<file path="src/rtl/counter_pkg.sv">
// Shared types and default widths for the counter sequence monitor.
package counter_pkg;

  typedef enum logic [1:0] {
    IDLE  = 2'd0,
    SYNC  = 2'd1,
    TRACK = 2'd2
  } state_t;

  localparam int CNT_W_DEF  = 4;
  localparam int STAT_W_DEF = 8;

endpackage

</file>
<file path="src/rtl/counter_monitor_sat_counter.sv">
// Saturating statistics counter; clear beats increment, reset beats both.
module sat_counter #(
  parameter int W = 8
) (
  input  logic         clk_i,
  input  logic         rst_i,
  input  logic         inc_i,
  input  logic         clr_i,
  output logic [W-1:0] value_o
);

  localparam logic [W-1:0] MAX = {W{1'b1}};

  logic [W-1:0] value_q, value_d;

  always_comb begin
    value_d = value_q;
    if (clr_i)
      value_d = '0;
    else if (inc_i && (value_q != MAX))
      value_d = value_q + W'(1);
  end

  always_ff @(posedge clk_i) begin
    if (rst_i) value_q <= '0;
    else       value_q <= value_d;
  end

  assign value_o = value_q;

endmodule

</file>
<file path="src/rtl/counter_monitor.sv">
// Watches an up-counter: locks after one confirmed increment, then flags
// every out-of-sequence sample and counts violations and max->0 wraps.
module counter_monitor
  import counter_pkg::*;
#(
  parameter int CNT_W  = CNT_W_DEF,
  parameter int STAT_W = STAT_W_DEF
) (
  input  logic              CLK,
  input  logic              RST,
  input  logic              EN,
  input  logic [CNT_W-1:0]  Q,
  input  logic              CLR_CNT,
  output logic              LOCKED,
  output logic              ERR,
  output logic [STAT_W-1:0] ERR_CNT,
  output logic [STAT_W-1:0] WRAP_CNT,
  output logic [CNT_W-1:0]  EXP
);

  localparam logic [CNT_W-1:0] CNT_MAX = {CNT_W{1'b1}};

  state_t           state_q, state_d;
  logic [CNT_W-1:0] p_q, p_d;
  logic             err_q, err_d;
  logic [CNT_W-1:0] nxt;
  logic             match, viol, wrap;

  assign nxt   = p_q + CNT_W'(1);
  assign match = (Q == nxt);

  always_comb begin
    state_d = state_q;
    p_d     = p_q;
    err_d   = 1'b0;
    viol    = 1'b0;
    wrap    = 1'b0;
    if (!EN) begin
      state_d = IDLE;
    end else begin
      // P always follows the sampled value, so a violation reseeds from Q.
      p_d = Q;
      case (state_q)
        IDLE:  state_d = SYNC;
        SYNC:  state_d = match ? TRACK : SYNC;
        TRACK: begin
          if (match) begin
            state_d = TRACK;
            wrap    = (p_q == CNT_MAX);
          end else begin
            state_d = SYNC;
            viol    = 1'b1;
            err_d   = 1'b1;
          end
        end
        default: state_d = IDLE;
      endcase
    end
  end

  always_ff @(posedge CLK) begin
    if (RST) begin
      state_q <= IDLE;
      p_q     <= '0;
      err_q   <= 1'b0;
    end else begin
      state_q <= state_d;
      p_q     <= p_d;
      err_q   <= err_d;
    end
  end

  sat_counter #(.W(STAT_W)) u_err_cnt (
    .clk_i  (CLK),
    .rst_i  (RST),
    .inc_i  (viol),
    .clr_i  (CLR_CNT),
    .value_o(ERR_CNT)
  );

  sat_counter #(.W(STAT_W)) u_wrap_cnt (
    .clk_i  (CLK),
    .rst_i  (RST),
    .inc_i  (wrap),
    .clr_i  (CLR_CNT),
    .value_o(WRAP_CNT)
  );

  assign LOCKED = (state_q == TRACK);
  assign ERR    = err_q;
  assign EXP    = (state_q == IDLE) ? '0 : nxt;

endmodule

</file>
<file path="config.mk">
export PLATFORM = sky130hd
export DESIGN_NAME = counter_monitor
export DESIGN_NICKNAME = d
export VERILOG_FILES = /design/src/rtl/counter_pkg.sv /design/src/rtl/counter_monitor_sat_counter.sv /design/src/rtl/counter_monitor.sv
export SDC_FILE = /design/constraint.sdc
export NUM_CORES = 1
export LEC_CHECK = 0
export CORE_MARGIN = 3
export CORE_UTILIZATION = 53
export CTS_CLUSTER_DIAMETER = 80
export DETAILED_ROUTE_END_ITERATION = 8
export HOLD_SLACK_MARGIN = 0.05
export PLACE_DENSITY = 0.81
export SYNTH_ARGS = -nofsm -noshare
export SYNTH_HDL_FRONTEND = slang
export SYNTH_SLANG_ARGS = --single-unit
</file>
<file path="constraint.sdc">
create_clock -name CLK -period 3.58 [get_ports CLK]
set_input_delay 0.716 -clock CLK [delete_from_list [all_inputs] [get_ports CLK]]
set_output_delay 0.716 -clock CLK [all_outputs]
set_load 0.02 [all_outputs]
</file>
# ---- Word level (Yosys, flattened, before mapping)
# Index checks and enable logic that the tools add are counted.
dict set report totals {
  reg_bits 23
  input_bits 8
  word_cells 30
}
dict set report classes {
  add_sub_neg 3
  n_eq_ne 6
  muxes 9
  n_bitwise 1
  n_reduce_logical 6
}
# operator count
set ops {}
lappend ops {{$add 8x1->8 const B} 2}
lappend ops {{$ne 8x8->1 const B} 2}
lappend ops {{$mux 1} 6}
lappend ops {{$reduce_or 2->1} 3}
lappend ops {{$add 4x1->4 const B} 1}
lappend ops {{$eq 4x4->1} 1}
lappend ops {{$eq 4x4->1 const B} 1}
lappend ops {{$mux 4} 1}
lappend ops {{$pmux 2 s2} 1}
lappend ops {{$eq 2x1->1 const B} 1}
lappend ops {{$eq 2x2->1 const B} 1}
lappend ops {{$logic_and 1x1->1} 2}
lappend ops {{$logic_not 2->1} 1}
lappend ops {{$mux 2} 1}
lappend ops {{$not 1->1} 1}

# ---- Longest topological paths before layout
dict set report logic_depth {
  word_depth 6
  mapped_depth 8
}

# ---- Hierarchy
# A second synthesis with hierarchy kept.
dict set report hier_totals {
  hier_cells 141
  hier_area_um2 1285.0
}
# module n_inst cells_per_inst area_each_um2
set modules_own_cells {}
lappend modules_own_cells {sat_counter 2 47 435.4}
lappend modules_own_cells {counter_monitor 1 47 414.1}

# ---- Worst setup path before layout
# No wires, ideal clock.
dict set report synth_path {
  path_type {input -> register}
  from {input port EN}
  to {register u_wrap_cnt.value_q[2] (netlist: u_wrap_cnt.value_o[2])}
  t_arrival_ns 2.178
  required_time_ns 3.521
  slack_ns 1.343
  path_stages 6
  n_path_buf 1
  path_cell_list {buf_2 and2_1 nand4_1 or4_1 or4_1 nand2_1}
}
dict set report synth_via {
  elab_chain_len 2
}
# item line_no
set synth_lines {}
lappend synth_lines {{start: declaration} counter_monitor.sv:11} ;# input logic EN,
lappend synth_lines {{$mux 1} counter_monitor.sv:38} ;# if (!EN) begin
lappend synth_lines {{$logic_and 1x1->1} counter_monitor_sat_counter.sv:20} ;# else if (inc_i && (value_q != MAX))
lappend synth_lines {{end signal: assignment} counter_monitor_sat_counter.sv:26} ;# else value_q <= value_d;
lappend synth_lines {{end: declaration} counter_monitor_sat_counter.sv:14} ;# logic [W-1:0] value_q, value_d;
# Every way passes these cells.
# A chain may end at the register's enable or synchronous reset.

# ---- Worst setup path in the final report
dict set report layout_path {
  from {input port EN}
  to {register u_wrap_cnt.value_q[5] (netlist: u_wrap_cnt.value_o[5])}
}
# The elaborated chain is that of the path after synthesis.

==> flow_summary.ini <==
[detailed_routing]
antenna_violating_nets_post_route = 0
routed_wirelength_um = 2840
initialDrtViolationCount = 49
dr_total_vias = 1195
drt_drc_violations_left = 0
avgViaCountPerCell = 5.95
post_drt_wl_per_cell_um = 14.1
drtPass1Iterations = 4

[setup_path]
path_class = in -> reg
crit-reg2reg-launch = p_q[0]
worst_path_max_fanout = 12
cp.required_ns = 3.82
setup.worst_path.start_class = input port
setup.worst_path.end_class = flip-flop
critPathLaunch = EN
cp_data_arrival_time_ns = 2.81

[sta]
setup_viol_count_final = 0
final.setup.tns_ns = 0
timing.final.hold_violations = 0
rsz0062_at_grt = no
worst_max_slew_pin_slew_ns = 0.490
timing.clock.skew_ns = 0.00410
post_layout_min_period_ns = 2.56
fmax_mhz = 390
slew_viol_final = 0
slew-limit-headroom = 0.672
final.period_utilization = 0.716

[clock_tree]
ctsHtreeMaxLevel = 1
clock_tree.root_cell = clkbuf_4
cts_tree = built
cts.path.max_buffers = 2
clkLatencyLatePin_ns = 0.31
cts-buffers-inserted = 3
clkSlewWorstSetupHoldPaths_ns = 0.11
postCtsHoldBufs = 0
cts_repair_resize_count = 0
cts.sink_count = 23
cts_setup_buffers = 0

[synthesis]
synthMostInstantiatedCell = dfxtp_1
yosys_register_bits = 23
yosysWarningCount = 0
synth_top_cells_by_count = dfxtp_1 (23), nor2_1 (15), nand2_1 (13)
synth_area_leader_cell = dfxtp_1
ys_seq_area_frac = 0.356
synth.top_cells.by_area = dfxtp_1 (36%), ha_1 (5.8%), xnor2_1 (4.7%), nor2_1 (4.4%), nand2_1 (3.8%)
post_syn_area_um2 = 1290
syn_nets = 161
synth.avg_cell_area_um2 = 8.80
synth_top_cell_area_share = 0.356
netlist-cell-type-count = 44
async_flop_share = 0
yosys_most_used_dff = dfxtp_1
syn_inst = 147
synth_edf_count = 0

[floorplan]
core-area_um2 = 2250
dieArea_um2 = 3070
fp.dieH_um = 55.4
die_w_um = 55.4
io-pin-count = 30
std_cell_rows = 17
initial_core_util = 0.574

[cells_and_area]
number_of_nets_in_the_layout = 188
core_utilization_of_the_finished_layout = 0.710
final_cell_count_no_fill = 201
insertedDiodeCount = 0
final_layout_size_suffix_gt1_frac = 0.0520
area_growth_pct = 23.8

[run_status]
run_status = completed

[min_path]
hp-start = u_err_cnt.value_o[1]
min-delay-path-class = reg -> reg

[power_and_ir_drop]
leakagePower_nw = 0.584
maximum_ir_drop_on_the_vdd_rail_uv = 239
power_density_nw_per_um2 = 272

[placed_design]
detailedPlacementHpwl_um = 2180
port_buffers = 29
dp_cells = 197
place_congestion = 0.794

[global_routing]
antenna_found_initial = 0
global_route_total_usage_across_every_layer = 0.188
largest_net_degree_at_the_start_of_global_routing = 14
grt_first_pass_wirelength_um = 4750
grt_overflow = 0
grt_pass1_vias = 1119

[flow_run]
max_cap_violations = 0
[worst max-delay path: stages]
cell,delay [ns]
clkdlybuf4s50_1,0.66
and2_1,0.21
nand4_1,0.14
nand3b_2,0.36
or4_1,0.55
a21oi_1,0.17
[state kept, by name (all words and copies together), names as in the netlist]
name                count
u_wrap_cnt.value_o      8
state_q                 2
u_err_cnt.value_o       8
ERR                     1
p_q                     4
[worst paths after layout]
check             depth (start not counted)  slack, ns               endpoint
setup / recovery                          6       1.02  u_wrap_cnt.value_o[5]
hold / removal                            2       0.52   u_err_cnt.value_o[1]
setup reg to reg                          6       1.26  u_wrap_cnt.value_o[5]
hold reg to reg                           2       0.52   u_err_cnt.value_o[1]
[layout make-up]
cell class,count,area [µm²]
inverters,3,11.3
flip-flops and latches,23,460
clock buffers,4,26.3
multi-input cells,114,778
repair buffers,29,290
fillers,194,653
well taps,28,35.0
[placed cells by master, fill, tap and decap left out, types with 2 or more instances in the layout]
cell type        count
clkbuf_4             3
a31oi_1              2
inv_1                3
nor2_1              15
or4_1                5
nand4_1              4
clkdlybuf4s50_1     29
a211oi_1             2
ha_1                 6
nand2b_1             2
nand3_1              8
mux2i_1              4
o31ai_1              2
o21ai_0              5
or3_1                2
nand2_1             13
dfxtp_1             23
a21oi_1              9
a31o_2               2
and4_1               2
xnor2_1              7
and3_1               3
[report_power, final]
part / switching [mW] / total, mW / internal [mW]
clock network: 0.0716 / 0.115 / 0.0435
registers: 0.00504 / 0.264 / 0.259
logic: 0.0286 / 0.0555 / 0.0270
[logic make-up after synthesis]
kind of cell / after synthesis / synth area share
adders and majority gates: 6 / 0.0580
and+or+nand+nor: 64 / 0.271
DFF: 23 / 0.356
xor gates and xnor gates: 10 / 0.0841
AOI/OAI and AO/OA: 30 / 0.158
buffers and inverters: 10 / 0.0426
muxes: 4 / 0.0309
[per-layer routing]
metal / global-route usage / part of all wire / vias to the layer above
li1: - / - / 595
met1: 0.220 / 0.44 / 560
met2: 0.336 / 0.50 / 38
met3: 0.0514 / 0.055 / 2
met4: 0.0451 / 0.0049 / 0
met5: 0 / 0 / -
[stage by stage]
stage	cell area [µm²]	worst slack (ns)	power, mW	hold slack [ns]
final	1600	1.02	0.435	0.521
after CTS	1600	1.02	0.439	0.524
after global placement	1580	0.778	0.324	0.479
after floorplan	1290	1.34	0.308	0.511
after detailed placement	1580	0.700	0.325	0.504
after global routing	1600	0.895	0.452	0.558
(Power assumes the default switching activity.)
